--- config.mk ---
export PLATFORM = sky130hd
export DESIGN_NAME = wb_commit_unit
export DESIGN_NICKNAME = d
export VERILOG_FILES = /design/src/rtl/rv_pkg.sv /design/src/rtl/wb_commit_unit_load_extract.sv /design/src/rtl/wb_commit_unit.sv
export SDC_FILE = /design/constraint.sdc
export NUM_CORES = 1
export LEC_CHECK = 0
export ABC_AREA = 1
export CAP_MARGIN = 0
export CORE_ASPECT_RATIO = 0.5
export CORE_MARGIN = 1
export CORE_UTILIZATION = 48
export CTS_CLUSTER_SIZE = 20
export DETAILED_ROUTE_END_ITERATION = 7
export GPL_TIMING_DRIVEN = 0
export PLACE_DENSITY = 0.88
export SYNTH_ARGS = -nofsm -noshare
export SYNTH_HDL_FRONTEND = slang
export SYNTH_SLANG_ARGS = --single-unit
--- constraint.sdc ---
create_clock -name clk -period 3.69 [get_ports clk]
set_input_delay 0.738 -clock clk [delete_from_list [all_inputs] [get_ports clk]]
set_output_delay 0.738 -clock clk [all_outputs]
set_load 0.005 [all_outputs]
--- src/rtl/rv_pkg.sv ---
// Shared integer-pipeline definitions.
// Load funct3 encodings and the writeback FSM state type.
package rv_pkg;

    localparam logic [2:0] F3_LB  = 3'b000;
    localparam logic [2:0] F3_LH  = 3'b001;
    localparam logic [2:0] F3_LW  = 3'b010;
    localparam logic [2:0] F3_LBU = 3'b100;
    localparam logic [2:0] F3_LHU = 3'b101;

    typedef enum logic [1:0] {
        IDLE      = 2'd0,
        LOAD_WAIT = 2'd1,
        COMMIT    = 2'd2
    } wb_state_e;

endpackage

--- src/rtl/wb_commit_unit_load_extract.sv ---
// Sub-word load extraction.
// Selects a byte/half from the aligned word and extends it.
module load_extract
    import rv_pkg::*;
#(
    parameter int XLEN = 32
) (
    input  logic [2:0]      i_funct3,
    input  logic [1:0]      i_addr_lo,
    input  logic [XLEN-1:0] i_rdata,
    output logic [XLEN-1:0] o_result
);

    logic [7:0]  w_byte;
    logic [15:0] w_half;

    assign w_byte = i_rdata[{i_addr_lo, 3'b000} +: 8];
    // misaligned halves use addr_lo[1] only
    assign w_half = i_rdata[{i_addr_lo[1], 4'b0000} +: 16];

    // extend the selected lane; LW and unknown codes pass the word
    always_comb begin
        o_result = i_rdata;
        case (i_funct3)
            F3_LB:   o_result = {{(XLEN-8){w_byte[7]}}, w_byte};
            F3_LH:   o_result = {{(XLEN-16){w_half[15]}}, w_half};
            F3_LBU:  o_result = {{(XLEN-8){1'b0}}, w_byte};
            F3_LHU:  o_result = {{(XLEN-16){1'b0}}, w_half};
            F3_LW:   o_result = i_rdata;
            default: o_result = i_rdata;
        endcase
    end

endmodule

--- src/rtl/wb_commit_unit.sv ---
// Writeback commit unit: one registered register-file write
// per instruction, frozen while the memory system stalls.
module wb_commit_unit
    import rv_pkg::*;
#(
    parameter int XLEN  = 32,
    parameter int CNT_W = 32
) (
    input  logic             clk,
    input  logic             rst,
    input  logic             wait_mem,
    input  logic             in_valid,
    output logic             in_ready,
    input  logic             in_reg_write,
    input  logic             in_mem_to_reg,
    input  logic [4:0]       in_rd,
    input  logic [2:0]       in_funct3,
    input  logic [1:0]       in_addr_lo,
    input  logic [XLEN-1:0]  in_alu_result,
    input  logic             dmem_rvalid,
    input  logic [XLEN-1:0]  dmem_rdata,
    output logic             rf_we,
    output logic [4:0]       rf_waddr,
    output logic [XLEN-1:0]  rf_wdata,
    output logic [CNT_W-1:0] instret
);

    wb_state_e         r_state;
    wb_state_e         w_state_nxt;
    logic              r_we;
    logic [4:0]        r_waddr;
    logic [XLEN-1:0]   r_wdata;
    logic [CNT_W-1:0]  r_instret;
    logic [4:0]        r_rd;
    logic [2:0]        r_funct3;
    logic [1:0]        r_addr_lo;

    logic              w_acc;
    logic              w_writes;
    logic              w_load;
    logic              w_pend;
    logic [2:0]        w_f3_sel;
    logic [1:0]        w_al_sel;
    logic [XLEN-1:0]   w_ext;
    logic              w_we_nxt;
    logic [4:0]        w_waddr_nxt;
    logic [XLEN-1:0]   w_wdata_nxt;
    logic [1:0]        w_inc;
    logic              w_latch;

    assign in_ready = (r_state == IDLE)
                    | ((r_state == COMMIT) & ~wait_mem);
    assign w_acc    = in_valid & in_ready & ~wait_mem;
    assign w_writes = in_reg_write & (in_rd != 5'd0);
    assign w_load   = w_writes & in_mem_to_reg;
    assign w_pend   = r_state == LOAD_WAIT;

    // pending load uses its latched context, else the live one
    assign w_f3_sel = w_pend ? r_funct3  : in_funct3;
    assign w_al_sel = w_pend ? r_addr_lo : in_addr_lo;

    load_extract #(.XLEN(XLEN)) u_ext (
        .i_funct3  (w_f3_sel),
        .i_addr_lo (w_al_sel),
        .i_rdata   (dmem_rdata),
        .o_result  (w_ext)
    );

    // state register
    always_ff @(posedge clk or posedge rst) begin
        if (rst) r_state <= IDLE;
        else     r_state <= w_state_nxt;
    end

    // next-state logic; a stall freezes everything
    always_comb begin
        w_state_nxt = r_state;
        if (!wait_mem) begin
            case (r_state)
                IDLE, COMMIT: begin
                    if (!w_acc)          w_state_nxt = IDLE;
                    else if (!w_writes)  w_state_nxt = IDLE;
                    else if (!w_load)    w_state_nxt = COMMIT;
                    else if (dmem_rvalid) w_state_nxt = COMMIT;
                    else                 w_state_nxt = LOAD_WAIT;
                end
                LOAD_WAIT: begin
                    if (dmem_rvalid) w_state_nxt = COMMIT;
                end
                default: w_state_nxt = IDLE;
            endcase
        end
    end

    // write-port contents, retire increment and context capture
    always_comb begin
        w_we_nxt    = w_state_nxt == COMMIT;
        w_waddr_nxt = r_waddr;
        w_wdata_nxt = r_wdata;
        w_latch     = 1'b0;
        w_inc       = 2'd0;
        if (!wait_mem) begin
            if (r_state == COMMIT)
                w_inc = w_inc + 2'd1;
            if (w_acc & ~w_writes)
                w_inc = w_inc + 2'd1;
            if (w_pend & dmem_rvalid) begin
                w_waddr_nxt = r_rd;
                w_wdata_nxt = w_ext;
            end else if (w_acc & w_writes & ~w_load) begin
                w_waddr_nxt = in_rd;
                w_wdata_nxt = in_alu_result;
            end else if (w_acc & w_load & dmem_rvalid) begin
                w_waddr_nxt = in_rd;
                w_wdata_nxt = w_ext;
            end else if (w_acc & w_load) begin
                w_latch = 1'b1;
            end
        end
    end

    // registered write port and retire counter
    always_ff @(posedge clk or posedge rst) begin
        if (rst) begin
            r_we      <= 1'b0;
            r_waddr   <= 5'd0;
            r_wdata   <= '0;
            r_instret <= '0;
        end else begin
            r_we      <= w_we_nxt;
            r_waddr   <= w_waddr_nxt;
            r_wdata   <= w_wdata_nxt;
            r_instret <= r_instret + CNT_W'(w_inc);
        end
    end

    // load context held across LOAD_WAIT
    always_ff @(posedge clk or posedge rst) begin
        if (rst) begin
            r_rd      <= 5'd0;
            r_funct3  <= 3'd0;
            r_addr_lo <= 2'd0;
        end else if (w_latch) begin
            r_rd      <= in_rd;
            r_funct3  <= in_funct3;
            r_addr_lo <= in_addr_lo;
        end
    end

    assign rf_we    = r_we;
    assign rf_waddr = r_waddr;
    assign rf_wdata = r_wdata;
    assign instret  = r_instret;

endmodule

# Word-level counts from Yosys, hierarchy flattened
# Cells that the tools add are included.
dict set report classes {
  n_eq_ne 6
  n_bitwise 15
  n_reduce_logical 6
  n_shift 2
  muxes 25
  addsub 2
}
# operator n
set ops {}
lappend ops {{$pmux 32 s4} 1}
lappend ops {{$mux 32} 3}
lappend ops {{$add 32x2->32} 1}
lappend ops {{$shiftx 32x6->16} 1}
lappend ops {{$shiftx 32x6->8} 1}
lappend ops {{$mux 2} 10}
lappend ops {{$mux 5} 3}
lappend ops {{$and 1x1->1} 11}
lappend ops {{$eq 3x3->1 const B} 2}
lappend ops {{$mux 1} 6}
lappend ops {{$reduce_bool 5->1} 1}
lappend ops {{$eq 2x2->1 const B} 2}
lappend ops {{$pmux 2 s2} 1}
lappend ops {{$eq 3x1->1 const B} 1}
lappend ops {{$logic_not 3->1} 1}
lappend ops {{$mux 3} 1}
lappend ops {{$not 1->1} 3}
lappend ops {{$reduce_bool 3->1} 1}
lappend ops {{$add 2x1->2 const B} 1}
lappend ops {{$eq 2x1->1 const B} 1}
lappend ops {{$logic_not 2->1} 1}
lappend ops {{$reduce_and 2->1} 1}
lappend ops {{$reduce_or 2->1} 1}
lappend ops {{$or 1x1->1} 1}
dict set report word_totals {
  word_cells 64
  reg_bits 82
  in_bits 81
}

# Depth between registers and ports, before layout
dict set report logic_depth {
  word_depth 11
  ltp_mapped 18
  ltp_nobuf 18
}

# By module
# Synthesis repeated with hierarchy kept, for this count alone.
dict set report hier_totals {
  cells_unflattened 801
  hier_area_um2 5347.6
}
# mod cells_per_inst area_each_um2 instances seq_area_each_um2
set modules_own_cells {}
lappend modules_own_cells {wb_commit_unit 599 4415.5 1 2052.0}
lappend modules_own_cells {load_extract 202 932.1 1 0.0}

# Worst setup path after synthesis
# Ideal clock, no wire load.
dict set report synth_timing {
  path_kind {input-to-reg}
  startpoint {input port in_rd[2]}
  endpoint {register r_instret[30] (netlist: instret[30])}
  n_path_buf 0
  slack_ps 650
  required_ps 3567
  path_stages 18
  arrival_ps 2917
  path_cell_list {nor2_1 > nand3_1 > nand2_1 > inv_1 > nor3_1 > ha_1 > inv_1 > nor2_1 > ha_1 > inv_1 > fa_1 > nor2_2 > nand2_1 > nor2_2 > nand2_2 > nor2_2 > nand3b_1 > xor2_1}
}
dict set report synth_between {
  elab_chain_cells 7
}
# element line
set synth_rtl {}
lappend synth_rtl {{start, declared} wb_commit_unit.sv:16} ;# input logic [4:0] in_rd,
lappend synth_rtl {{$reduce_bool 5->1} wb_commit_unit.sv:54} ;# assign w_writes = in_reg_write & (in_rd != 5'd0);
lappend synth_rtl {{$and 1x1->1} wb_commit_unit.sv:54}
lappend synth_rtl {{$not 1->1} wb_commit_unit.sv:105} ;# if (w_acc & ~w_writes)
lappend synth_rtl {{$and 1x1->1} wb_commit_unit.sv:105}
lappend synth_rtl {{$mux 2} wb_commit_unit.sv:105}
lappend synth_rtl {{$mux 2} wb_commit_unit.sv:102} ;# if (!wait_mem) begin
lappend synth_rtl {{$add 32x2->32} wb_commit_unit.sv:133} ;# r_instret <= r_instret + CNT_W'(w_inc);
lappend synth_rtl {{end signal, assigned} wb_commit_unit.sv:133}
lappend synth_rtl {{end, declared} wb_commit_unit.sv:33} ;# logic [CNT_W-1:0] r_instret;
# Every way passes these cells.
# A chain may end at the register's enable or synchronous reset.

# Final worst setup path
dict set report layout_timing {
  startpoint {input port in_rd[0]}
  endpoint {register r_instret[30] (netlist: instret[30])}
}
# Same word-level chain as after synthesis.

==> flow_summary_export.csv <==
group,metric,value,unit
critical_path,r2r_end,"instret[30]",
floorplanning,start_util,50.1,%
critical_path,crit_path_frequent_cell,"inv_1",
critical_path,worstSetupPathType,"in -> reg",
pwr,power_switching_share,33.4,%
critical_path,cpPeakStageDelay,0.45,ns
place,gp_congestion,0.966,
critical_path,slowest_stage,"clkdlybuf4s50_1",
critical_path,path_buf_inv,4,
min_path,hp-class,"reg -> reg",
global_route,overflow,0,
final_layout,syn_to_final_growth,39.0,%
min_path,min_to,"rf_wdata[22]",
synth,synth_async_sr_flop_share,100,%
detailed_routing,drt-pass1-iter-count,5,
cts,cts_tree,"done",
global_route,grt_pass1_wl,22600,µm
detailed_routing,drcViolationCount,0,
floorplanning,dieHeight,75.5,µm
final_layout,layout_common_cells,"198 x nand2_1, 151 x clkdlybuf4s50_1, 101 x inv_1",
final_layout,drive_gt1_share,11.0,%
synth,syn-cell-area,0.00518,mm²
final_layout,fin_util,69.7,%
global_route,grt_antenna_before_repair,0,
synth,synthAdderAreaFrac,1.11,%
final_layout,diodes,0,
pwr,peakVddDrop,281,µV
cts,cts.sinks,82,
pwr,internal-power,2.53,mW
synth,synth_compound_area_share,8.01,%
synth,synth_top_family_by_area,"simple AND/OR/NAND/NOR gates",
sta,slew_violations,0,
critical_path,cp-start-kind,"primary input",
min_path,min_from,"rf_wdata[22]",
detailed_routing,ant_nets,0,
synth,synth_xor_xnor_area_share,4.73,%
critical_path,worstPathCellList,"clkdlybuf4s50_1 -> nor2_1 -> nand3_1 -> nand2_1 -> inv_1 -> nor3_1 -> ha_1 -> inv_1 -> nor2_1 -> ha_1 -> inv_1 -> fa_1 -> nor2_4 -> nand2_1 -> nor2_2 -> nand2_2 -> nor2_4 -> nand3b_1 -> xor2_1",
detailed_routing,vias,5154,
sta,worstMarginPinSlew,0.554,ns
pwr,p_sw,1.27,mW
synth,ys_seq_elements,82,
global_route,grt_max_degree,43,
sta,hold_violations,0,
pwr,power.density,527,mW/mm²
critical_path,crit_fanout,5,
synth,synthCells,714,
pwr,p_leak,3.55,nW
synth,synth-main-ff-cell,"dfrtp_1",
outcome,outcome,"finished clean",
synth,synth_fp_nets,799,
place,pre_cts_ws,-0.201,ns
critical_path,ff2ff_setup_slack,0.86,ns
floorplanning,fp-row-count,26,
sta,post-route-period-util,93.3,%
detailed_routing,drt_iter0_drc,312,
cts,cts-htree-levels,3,
sta,fmax,290,MHz
cts,clock_latency,0.34,ns
floorplanning,dieArea,0.0112,mm²
cts,cts_buffers,9,
floorplanning,die_w,149,µm
pwr,pwr-share-clk,24.3,%
place,hpwl,11000,µm
detailed_routing,wire_per_inst,14.2,µm
job,cap_violations,0,
critical_path,cp.required,3.92,ns
pwr,comb_power_share,40.6,%
critical_path,crit_family,"simple AND/OR/NAND/NOR gates",
sta,slew_headroom,63.1,%
place,portBuffers,151,
synth,yosys_warnings,0,
min_path,whs_path_depth,2,
critical_path,cp.depth,19,
cts,cts-root-buf,"clkbuf_16",
cts,clkTransAtPathRegs,0.07,ns
critical_path,cp-end-kind,"flop",
critical_path,cp.arrival,3.67,ns
pwr,seqPwrFrac,35.1,%
synth,syn_avg_cell_area,7.26,µm²
cts,cts_buffer_depth,2,
sta,setup_viol,0,
global_route,grt_pass1_vias,4827,
sta,clock_skew,0.00646,ns
sta,fin_ws,0.246,ns
synth,synth_mux_area_share,0,%
synth,synth_edf_count,0,
detailed_routing,drt-total-wl,14600,µm
detailed_routing,routed_via_density,5.04,
synth,synth_seq_area_share,39.6,%
synth,synth-simple-area-share,34.9,%
global_route,grt.total_usage,26.2,%
critical_path,r2r-start,"r_state[0]",
final_layout,final_common_cell,"nand2_1",
sta,fin_crit,3.44,ns
sta,rsz0062_at_grt,"false",
critical_path,r2r_cells,15,
floorplanning,io_pins,152,
sta,holdWs,0.480,ns
final_layout,fin_nets,962,
synth,synth_cell_types,38,
floorplanning,core,0.0103,mm²
-- timing repair --
action / in CTS / in global routing
hold buffers: 0 / 0
setup endpoints to repair: 0 / 3
setup buffers: 0 / 0
resized for setup: 0 / 2
hold endpoints to repair: 0 / 0
-- power groups by stage --
stage / sequential [mW] / clock (mW) / combinational, mW
finish: 1.33 / 0.923 / 1.54
CTS: 1.33 / 0.934 / 1.55
floorplan: 1.35 / 0 / 0.768
global route: 1.36 / 0.968 / 1.72
detailed placement: 1.35 / 0 / 1.54
global placement: 1.34 / 0 / 1.50
-- routing by layer --
| metal | wire length [µm] | global-route usage (%) | vias up |
|---|---|---|---|
| met2 | 7040 | 46.3 | 165 |
| met1 | 6430 | 33.0 | 2408 |
| li1 | - | - | 2560 |
| met3 | 837 | 4.85 | 21 |
| met5 | 0 | 0 | - |
| met4 | 247 | 9.30 | 0 |
-- how the worst max path moves through the flow --
stage	startpoint	slack, ns	to
finish	in_rd[0]	0.25	instret[30]
global route	in_rd[0]	0.007	instret[30]
CTS	in_rd[0]	0.15	instret[30]
detailed placement	in_rd[1]	-0.20	instret[30]
global placement	rst	-0.38	rf_wdata[7]
floorplan	in_rd[2]	0.65	instret[30]
-- stage by stage --
step                cells  setup TNS [ns]  total power [mW]  cell area, µm²
finish               1022               0              3.80            7210
global route         1022               0              4.05            7210
CTS                  1022               0              3.82            7200
detailed placement   1006          -0.817              2.88            6890
global placement     1005          -31.15              2.84            6870
floorplan             714               0              2.12            5180
-- layout make-up --
type | count | area (µm²)
Tap cell | 140 | 175
Fill cell | 836 | 3140
Timing Repair Buffer | 152 | 1530
Buffer | 28 | 200
Multi-Input combinational cell | 497 | 2540
Clock inverter | 5 | 61.3
Sequential cell | 82 | 2050
Clock buffer | 11 | 243
Inverter | 107 | 409
-- flip-flops by register name (all words and copies together) (netlist names) --
register / flops
instret: 32
r_rd: 5
rf_wdata: 32
r_state: 2
rf_waddr: 5
rf_we: 1
r_funct3: 3
r_addr_lo: 2
-- worst min-delay path: cells and delay by family, from the launching register on --
family | cells | cell delay [ns]
simple gates | 2 | 0.11
flops | 1 | 0.34
-- cell usage after synthesis, types with 3 or more instances --
cell	n	share of area, %
nand4_1	8	0.97
buf_6	6	1.3
a21oi_1	29	2.8
nand3_2	5	0.97
inv_1	102	7.4
nor2_2	5	0.60
nand2_4	4	0.87
nand2_2	11	1.3
clkbuf_1	6	0.43
nand2_1	198	14
xnor2_1	11	1.9
nand3b_1	3	0.43
buf_2	11	1.1
nor3_1	15	1.4
dfrtp_1	82	40
ha_1	3	0.72
o21ai_0	38	3.7
nand3_1	70	6.8
xor2_1	17	2.9
or2_2	16	1.9
nand3_4	3	1.0
nor2_1	44	3.2
a21oi_2	7	1.2
-- cells by family (layout without fill, tap and decap cells) --
kind of cell / count (synthesis) / after routing
buffers and inverters: 135 / 303
and+or+nand+nor: 388 / 388
xor gates and xnor gates: 28 / 28
DFF: 82 / 82
adders and majority gates: 4 / 4
AOI/OAI and AO/OA: 77 / 77
No activity file was read; power rests on OpenSTA's default activity.
